`src/rtl/interrupt_controller_if.sv`:
```
// Core-side interrupt handshake bundle: INT/NMI/INTD toward the core, INA back.
// fsm_state mirrors the controller FSM so checkers can observe it.
interface interrupt_controller_if;
   logic       INT;
   logic       NMI;
   logic       INTD;
   logic       INA;
   logic [1:0] fsm_state;

   // Handshake: INT or NMI is the valid, held stable until the core returns INA
   // (ready) sampled high on a rising edge. That edge completes the transfer,
   // drops the request and starts the serial vector on INTD the next cycle.
   modport master (output INT, NMI, INTD, fsm_state, input INA);
   modport slave  (input INT, NMI, INTD, fsm_state, output INA);
endinterface

```
`src/rtl/interrupt_controller.sv`:
```
// Fixed-priority interrupt requester with single-level NMI nesting and serial vector delivery.
// Optional feature macro ACK_TIMEOUT_EN: abandon an unacknowledged request after TIMEOUT cycles.
module interrupt_controller #(
   parameter int NUM_IRQ = 8,
   parameter int VEC_W   = 3,
   parameter int TIMEOUT = 255
) (
   input  logic                   clk,
   input  logic                   rst,
   input  logic [NUM_IRQ-1:0]     irq,
   input  logic                   nmi_req,
   input  logic                   mask_we,
   input  logic [NUM_IRQ-1:0]     mask_in,
   input  logic                   eoi,
   interrupt_controller_if.master core,
   output logic                   busy,
   output logic                   ack_timeout
);
   localparam int CW = $clog2(VEC_W + 1);

   typedef enum logic [1:0] {
      IDLE   = 2'd0,
      REQ    = 2'd1,
      SEND   = 2'd2,
      INSERV = 2'd3
   } state_t;

   state_t             state;
   logic [NUM_IRQ-1:0] irq_q;
   logic [NUM_IRQ-1:0] pend;
   logic [NUM_IRQ-1:0] mask;
   logic               nmi_q;
   logic               nmi_pend;
   logic               irq_act;
   logic               nmi_act;
   logic [VEC_W:0]     frame;
   logic [VEC_W:0]     shift;
   logic [CW-1:0]      bit_cnt;
   logic               int_r;
   logic               nmi_r;
   logic               intd_r;
   logic               busy_r;

   logic [NUM_IRQ-1:0] irq_edge;
   logic [NUM_IRQ-1:0] cand;
   logic [VEC_W-1:0]   cand_vec;
   logic               has_cand;
   logic               nmi_edge;
   logic [NUM_IRQ-1:0] irq_clr;
   logic               nmi_clr;

   assign irq_edge = irq & ~irq_q;
   assign nmi_edge = nmi_req & ~nmi_q;
   assign cand     = pend & ~mask;
   assign has_cand = |cand;

   // Scan from the top so the lowest set index is the last one written.
   always_comb begin
      cand_vec = '0;
      for (int i = NUM_IRQ - 1; i >= 0; i--) begin
         if (cand[i]) cand_vec = VEC_W'(i);
      end
   end

   always_comb begin
      irq_clr = '0;
      nmi_clr = 1'b0;
      if (state == REQ && core.INA) begin
         if (frame[VEC_W]) nmi_clr = 1'b1;
         else              irq_clr[frame[VEC_W-1:0]] = 1'b1;
      end
   end

`ifdef ACK_TIMEOUT_EN
   localparam int TW = (TIMEOUT < 256) ? 8 : $clog2(TIMEOUT + 1);
   logic [TW-1:0] tcnt;
   logic          ack_to_r;
   assign ack_timeout = ack_to_r;
`else
   // No timeout hardware: the pulse can never occur.
   assign ack_timeout = (TIMEOUT < 0);
`endif

   always_ff @(posedge clk) begin
      if (rst) begin
         state    <= IDLE;
         irq_q    <= '0;
         pend     <= '0;
         mask     <= '1;
         nmi_q    <= 1'b0;
         nmi_pend <= 1'b0;
         irq_act  <= 1'b0;
         nmi_act  <= 1'b0;
         frame    <= '0;
         shift    <= '0;
         bit_cnt  <= '0;
         int_r    <= 1'b0;
         nmi_r    <= 1'b0;
         intd_r   <= 1'b0;
         busy_r   <= 1'b0;
`ifdef ACK_TIMEOUT_EN
         tcnt     <= '0;
         ack_to_r <= 1'b0;
`endif
      end else begin
         irq_q    <= irq;
         nmi_q    <= nmi_req;
         // A fresh edge on the bit being serviced keeps it pending.
         pend     <= (pend & ~irq_clr) | irq_edge;
         nmi_pend <= (nmi_pend & ~nmi_clr) | nmi_edge;
         if (mask_we) mask <= mask_in;
`ifdef ACK_TIMEOUT_EN
         ack_to_r <= 1'b0;
         if (state != REQ) tcnt <= '0;
`endif
         case (state)
            IDLE: begin
               if (nmi_pend) begin
                  state  <= REQ;
                  frame  <= {1'b1, {VEC_W{1'b0}}};
                  nmi_r  <= 1'b1;
                  busy_r <= 1'b1;
               end else if (has_cand) begin
                  state  <= REQ;
                  frame  <= {1'b0, cand_vec};
                  int_r  <= 1'b1;
                  busy_r <= 1'b1;
               end
            end
            REQ: begin
               if (core.INA) begin
                  state   <= SEND;
                  int_r   <= 1'b0;
                  nmi_r   <= 1'b0;
                  intd_r  <= frame[VEC_W];
                  shift   <= {frame[VEC_W-1:0], 1'b0};
                  bit_cnt <= CW'(VEC_W);
                  if (frame[VEC_W]) nmi_act <= 1'b1;
                  else              irq_act <= 1'b1;
               end
`ifdef ACK_TIMEOUT_EN
               else if (tcnt == TW'(TIMEOUT - 1)) begin
                  state    <= IDLE;
                  int_r    <= 1'b0;
                  nmi_r    <= 1'b0;
                  busy_r   <= 1'b0;
                  ack_to_r <= 1'b1;
               end else begin
                  tcnt <= tcnt + TW'(1);
               end
`endif
            end
            SEND: begin
               if (bit_cnt == '0) begin
                  state  <= INSERV;
                  intd_r <= 1'b0;
               end else begin
                  intd_r  <= shift[VEC_W];
                  shift   <= {shift[VEC_W-1:0], 1'b0};
                  bit_cnt <= bit_cnt - CW'(1);
               end
            end
            INSERV: begin
               if (eoi) begin
                  if (nmi_act) begin
                     nmi_act <= 1'b0;
                     if (!irq_act) begin
                        state  <= IDLE;
                        busy_r <= 1'b0;
                     end
                  end else begin
                     irq_act <= 1'b0;
                     state   <= IDLE;
                     busy_r  <= 1'b0;
                  end
               end else if (irq_act && !nmi_act && nmi_pend) begin
                  // Single level of nesting: NMI may preempt a maskable service only.
                  state <= REQ;
                  frame <= {1'b1, {VEC_W{1'b0}}};
                  nmi_r <= 1'b1;
               end
            end
            default: state <= IDLE;
         endcase
      end
   end

   assign core.INT       = int_r;
   assign core.NMI       = nmi_r;
   assign core.INTD      = intd_r;
   assign core.fsm_state = state;
   assign busy           = busy_r;
endmodule
```
`src/flat_wrapper.sv`:
```
// flat-port wrapper written by rule: the top's interface ports become plain ports
module interrupt_controller_flat 
#(
   parameter int NUM_IRQ = 8,
   parameter int VEC_W   = 3,
   parameter int TIMEOUT = 255
)
  (clk, rst, irq, nmi_req, mask_we, mask_in, eoi, busy, ack_timeout, core_INT, core_NMI, core_INTD, core_fsm_state, core_INA);
  interrupt_controller_if core_i ();
  input  logic clk;
  input  logic rst;
  input  logic [NUM_IRQ-1:0] irq;
  input  logic nmi_req;
  input  logic mask_we;
  input  logic [NUM_IRQ-1:0] mask_in;
  input  logic eoi;
  output logic busy;
  output logic ack_timeout;
  output wire logic [$bits(core_i.INT)-1:0] core_INT;
  output wire logic [$bits(core_i.NMI)-1:0] core_NMI;
  output wire logic [$bits(core_i.INTD)-1:0] core_INTD;
  output wire logic [$bits(core_i.fsm_state)-1:0] core_fsm_state;
  input wire logic [$bits(core_i.INA)-1:0] core_INA;
  assign core_INT = core_i.INT;
  assign core_NMI = core_i.NMI;
  assign core_INTD = core_i.INTD;
  assign core_fsm_state = core_i.fsm_state;
  assign core_i.INA = core_INA;
  interrupt_controller #(.NUM_IRQ(NUM_IRQ), .VEC_W(VEC_W), .TIMEOUT(TIMEOUT)) u_core (.clk(clk), .rst(rst), .irq(irq), .nmi_req(nmi_req), .mask_we(mask_we), .mask_in(mask_in), .eoi(eoi), .core(core_i), .busy(busy), .ack_timeout(ack_timeout));
endmodule
```
`config.mk`:
```
export PLATFORM = sky130hd
export DESIGN_NAME = interrupt_controller_flat
export DESIGN_NICKNAME = d
export VERILOG_FILES = /design/src/rtl/interrupt_controller_if.sv /design/src/rtl/interrupt_controller.sv /design/src/flat_wrapper.sv
export SDC_FILE = /design/constraint.sdc
export NUM_CORES = 1
export LEC_CHECK = 0
export CORE_MARGIN = 1
export CORE_UTILIZATION = 35
export DETAILED_ROUTE_END_ITERATION = 7
export GPL_TIMING_DRIVEN = 1
export PLACE_DENSITY = 0.66
export SYNTH_ARGS = -nofsm -noshare
export SYNTH_HDL_FRONTEND = slang
export SYNTH_SLANG_ARGS = --single-unit
```
`constraint.sdc`:
```
create_clock -name clk -period 4.4 [get_ports clk]
set_clock_uncertainty 0.15 [all_clocks]
set_input_delay 0.88 -clock clk [delete_from_list [all_inputs] [get_ports clk]]
set_output_delay 0.88 -clock clk [all_outputs]
set_load 0.05 [all_outputs]
```
**Word level (Yosys, flattened, before mapping)**

Index checks and enable logic that the tools add are counted.

- Flip-flop bits (word level): 44
- Input bits: 22
- Word-level logic and storage cells: 130

- Add/sub/neg operators: 1
- Bitwise gates (word level): 12
- Equality and inequality tests: 19
- Reductions and logical operators: 22
- Muxes and demuxes: 59
- Magnitude comparators: 2

Operator list:

| cell | count |
|---|---|
| $and 8x8->8 | 3 |
| $mux 3 | 8 |
| $mux 4 | 6 |
| $not 8->8 | 3 |
| $mux 1 | 22 |
| $mux 2 | 10 |
| $mux 8 | 2 |
| $pmux 4 s2 | 2 |
| $reduce_and 4->1 | 4 |
| $reduce_and 5->1 | 3 |
| $ne 2x2->1 const B | 7 |
| $ne 2x1->1 const B | 5 |
| $pmux 1 s2 | 5 |
| $or 8x8->8 | 1 |
| $pmux 2 s4 | 1 |
| $reduce_bool 2->1 | 4 |
| $reduce_or 8->1 | 1 |
| $eq 2x2->1 const B | 2 |
| $logic_and 1x1->1 | 4 |
| $logic_not 2->1 | 2 |
| $lt 3x4->1 const B | 1 |
| $ne 4x4->1 const B | 1 |
| $pmux 2 s2 | 1 |
| $demux 1 s3 | 1 |
| 14 further kinds | 16 |

**Logic depth before layout (Yosys ltp)**

- Depth after elaboration: 13
- Mapped depth: 8

**Worst setup path before layout**

Ideal clock, no wire load.

- Path type: reg-to-reg
- Start: reg u_core.state[1], in the netlist u_core.core.fsm_state[1]
- End: reg u_core.bit_cnt[0]
- Stages on the path, launching flop included: 8
- Slack: 2,232 ps
- Arrival time: 1,953 ps
- Cells stage by stage: dfxtp_1 inv_1 ha_1 nor2b_1 o21bai_1 a21o_1 mux2_2 nor2_1

- Longest elaborated chain between the ends: 3

RTL lines:

| what | RTL line | source |
|---|---|---|
| from (decl) | interrupt_controller.sv:28 | `state_t state;` |
| from (signal assigned) | interrupt_controller.sv:86 | `state <= IDLE;` |
| from (signal assigned) | interrupt_controller.sv:119 | `state <= REQ;` |
| from (signal assigned) | interrupt_controller.sv:124 | `state <= REQ;` |
| $eq 2x2->1 / $eq 2x1->1 (equally long branches) | interrupt_controller.sv:116 | `case (state)` |
| $ne 2x2->1 (no source line) / $reduce_bool 2->1 (equally long branches) | -- |  |
| $reduce_and 3->1 (no source line) | -- |  |
| to (signal assigned) | interrupt_controller.sv:137 | `bit_cnt <= CW'(VEC_W);` |
| to (signal assigned) | interrupt_controller.sv:160 | `bit_cnt <= bit_cnt - CW'(1);` |
| to (decl) | interrupt_controller.sv:38 | `logic [CW-1:0] bit_cnt;` |

Several ways; a longest one is shown, not always the timed one.
A chain may end at the register's enable or synchronous reset.

**Final worst setup path**

- Start: reg u_core.state[1], in the netlist u_core.core.fsm_state[1]
- End: out core_fsm_state[1]

RTL lines:

| what | RTL line | source |
|---|---|---|
| to (decl) | flat_wrapper.sv:22 | `output wire logic [$bits(core_i.fsm_state)-1:0] core_fsm_state;` |

No word-level cell between the ends.

==> metrics.yaml <==
power_leakage_nw: 0.9236
floorplan.core_area_um2: 5238
synth_largest_area_cell: "sky130_fd_sc_hd__dfxtp_1"
post_synth_num_cell_types: 40
critical_path_arrival_ns: 1.51
finalHoldViolCount: 0
timing.hold.worst_endpoint: "u_core.core.INTD"
worstHoldPathCells: 2
worst_hold_path_type: "flip-flop to flip-flop"
clk_path_buf_depth: 2
worstSetupEndpointType: "output pin"
finalSetupViolations: 0
numClockSinks: 43
initial_utilization: 0.3746
clock_latency_ns: 0.30
ys.warnings.count: 0
ir_worst_vdd_mv: 0.2535
max_cap_viol_count: 0
gr-usage-all-layers: 0.1399
grt_setup_unrepaired: "false"
startpoint_type: "flip-flop"
initial_antenna_violation_count: 0
first_pass_grt_wire_length_um: 6486
worst_hold_startpoint: "u_core.core.INTD"
cts_tree: "done"
cp_max_fo: 5
final_layout_size_suffix_gt1_frac: 0.06504
worst_path_max_delay_cell: "sky130_fd_sc_hd__clkdlybuf4s50_1"
syn-cell-area_um2: 1962
syn_area_per_cell_um2: 8.918
synth.net_count: 248
timing_worst_setup_path_type: "flip-flop to output pin"
first_global_vias: 1385
worstMarginPinSlew_ns: 0.5050
setup_repair_bufs_after_cts: 0
synth_top_area_frac: 0.4388
die_width_um: 76.87
routed_wirelength_um: 3763
first_iter_violations: 107
max_stage_delay_ns: 0.83
die_area_um2: 5909
number_of_enable_flip_flop_cells_after_synthesis: 0
worst_r2r_endpoint: "u_core.core.fsm_state[0]"
dp_hpwl_um: 2675
ys_seq_elements: 43
worst_path_dominant_cell_family: "buffers and inverters"
placement_setup_slack_ns: 1.771
max_slew_margin: 0.6623
tritoncts_buffers: 5
cts.clk_slew.worst_paths_ns: 0.08
cts_hold_buf: 0
critical_path_buf_inv_count: 1
r2r_cells: 5
grt_remaining_overflow: 0
report.final.slew_viol_count: 0
synth_flop_cell: "sky130_fd_sc_hd__dfxtp_1"
setup.reg_to_reg.worst_slack_ns: 2.31
placed_standard_cell_area_um2: 2285
final_cell_area_um2: 2417
required_ns: 3.37
io_buffers: 27
final_period_minus_worst_setup_slack_ns: 2.543
drt_pre_antenna_iters: 4
nets_final: 273
area_growth_syn_to_layout_pct: 23.21
largest_net_degree_at_the_start_of_global_routing: 40
finish.utilization: 0.4615
clock_tree.htree_level_count: 2
setup-tns-final_ns: 0
ctsResizeCount: 0
synth.yosys.seq_area_share: 0.4388
yosys-top-cells-area: "sky130_fd_sc_hd__dfxtp_1 44%, sky130_fd_sc_hd__nor2b_1 8.0%, sky130_fd_sc_hd__a21oi_1 5.4%"
wl_per_cell_um: 11.91
finalWeightedCongestion: 0.7856
status: "finished, final reports clean"
max_freq_mhz: 393.2
die_height_um: 76.87
drc_errors: 0
post-layout-total-power_mw: 1.330
number_of_placement_rows: 26
root_buffer: "sky130_fd_sc_hd__clkbuf_8"
num_antenna_cells: 0
vias_per_cell: 4.905
pin_count: 29
ant_nets: 0
final_min_period_over_clock_period: 0.5780
rr_startpoint: "u_core.pend[5]"
synthCells: 220
via_count: 1550
critical_path.cell_chain: "clkdlybuf4s50_1"
postSynth.asyncResetShare: 0
power.density_cell_area_nw_per_um2: 550.1
final.setup.worst_slack_ns: 1.857
-- cell usage in the layout (no fill, tap or decap), types with 2 or more instances in the layout --
cell / synthesis / routed
sky130_fd_sc_hd__dfxtp_1: 43 / 43
sky130_fd_sc_hd__clkdlybuf4s50_1: 0 / 27
sky130_fd_sc_hd__nor2b_1: 25 / 25
sky130_fd_sc_hd__a21oi_1: 21 / 21
sky130_fd_sc_hd__nand2_1: 15 / 15
sky130_fd_sc_hd__nand2b_1: 14 / 14
sky130_fd_sc_hd__nor2_1: 13 / 13
sky130_fd_sc_hd__o21ai_0: 11 / 11
sky130_fd_sc_hd__inv_1: 8 / 8
sky130_fd_sc_hd__a211o_1: 8 / 8
sky130_fd_sc_hd__ha_1: 6 / 6
sky130_fd_sc_hd__o31ai_1: 5 / 5
sky130_fd_sc_hd__nand3b_1: 5 / 5
sky130_fd_sc_hd__clkbuf_8: 0 / 5
sky130_fd_sc_hd__nand3_1: 3 / 3
sky130_fd_sc_hd__mux2i_1: 3 / 3
sky130_fd_sc_hd__mux2_2: 3 / 3
sky130_fd_sc_hd__a311oi_1: 2 / 2
sky130_fd_sc_hd__or3_1: 2 / 2
sky130_fd_sc_hd__nor3_1: 2 / 2
sky130_fd_sc_hd__nor3b_1: 2 / 2
sky130_fd_sc_hd__a21o_1: 2 / 2
sky130_fd_sc_hd__bufinv_16: 0 / 2
-- worst reg2reg max path, delay by kind of cell (launching register included) --
family          cells  cell delay (ns)
flops               1             0.32
compound gates      2             0.36
simple gates        3             1.18
-- registers in the layout, indices dropped and copies added (netlist names), 2 cells and up --
signal / cells
u_core.irq_q: 8
u_core.shift: 3
u_core.bit_cnt: 2
u_core.mask: 8
u_core.pend: 8
u_core.core.fsm_state: 2
u_core.frame: 4
-- how the worst max path moves through the flow --
stage / startpoint / to / slack (ns) / depth (start not counted)
3_5_place_dp: rst / u_core.frame[2] / 1.77 / 5
3_3_place_gp: rst / u_core.frame[2] / 1.79 / 5
2_1_floorplan: u_core.core.fsm_state[1] / u_core.bit_cnt[0] / 2.23 / 7
4_1_cts: u_core.core.fsm_state[0] / core_fsm_state[0] / 1.83 / 1
5_1_grt: u_core.core.fsm_state[0] / core_fsm_state[0] / 1.80 / 1
6_report: u_core.core.fsm_state[1] / core_fsm_state[1] / 1.86 / 1
-- cells in the mapped netlist, types with 2 or more instances --
library cell / n
sky130_fd_sc_hd__a211o_1: 8
sky130_fd_sc_hd__a21o_1: 2
sky130_fd_sc_hd__a21oi_1: 21
sky130_fd_sc_hd__a311oi_1: 2
sky130_fd_sc_hd__clkbuf_1: 8
sky130_fd_sc_hd__dfxtp_1: 43
sky130_fd_sc_hd__ha_1: 6
sky130_fd_sc_hd__inv_1: 8
sky130_fd_sc_hd__mux2_2: 3
sky130_fd_sc_hd__mux2i_1: 3
sky130_fd_sc_hd__nand2_1: 15
sky130_fd_sc_hd__nand2b_1: 14
sky130_fd_sc_hd__nand3_1: 3
sky130_fd_sc_hd__nand3b_1: 5
sky130_fd_sc_hd__nor2_1: 13
sky130_fd_sc_hd__nor2b_1: 25
sky130_fd_sc_hd__nor3_1: 2
sky130_fd_sc_hd__nor3b_1: 2
sky130_fd_sc_hd__o21ai_0: 11
sky130_fd_sc_hd__o31ai_1: 5
sky130_fd_sc_hd__or3_1: 2
-- report_power, final --
group / switching (mW) / internal (mW) / leakage, nW
combinational: 0.281 / 0.196 / 0.502
clock: 0.134 / 0.227 / 0.0654
sequential: 0.0424 / 0.449 / 0.356
-- kinds of logic after synthesis --
group | Yosys count | share of synthesized area
flip-flops | 43 | 0.4388
AO/OA/AOI/OAI | 59 | 0.1971
buffers and inverters | 18 | 0.03699
AND/OR/NAND/NOR | 86 | 0.2487
multiplexers | 7 | 0.03826
adder cells (fa/ha/maj) | 6 | 0.03826
other | 1 | 0.001911
-- metrics by stage --
stage	hold WS (ns)	instances
global placement	0.3056	308
global route	0.3456	316
CTS	0.3187	316
finish	0.3125	316
detailed placement	0.3073	308
floorplan	0.2937	220
-- layout make-up --
cell class | instances | area (um2)
repair buffers | 28 | 277.8
flip-flops and latches | 43 | 860.8
multi-input cells | 159 | 1028
clock buffers | 6 | 72.57
fillers | 509 | 2820
clock inverters | 2 | 60.06
well taps | 70 | 87.58
inverters | 8 | 30.03
-- routing by layer --
metal / track usage / share of wire / vias to the layer above
li1: - / - / 815
met1: 0.1928 / 0.53 / 708
met2: 0.1973 / 0.43 / 22
met3: 0.03214 / 0.023 / 5
met4: 0.08077 / 0.016 / 0
met5: 0 / 0 / -
Power figures use the tool's default switching activity.
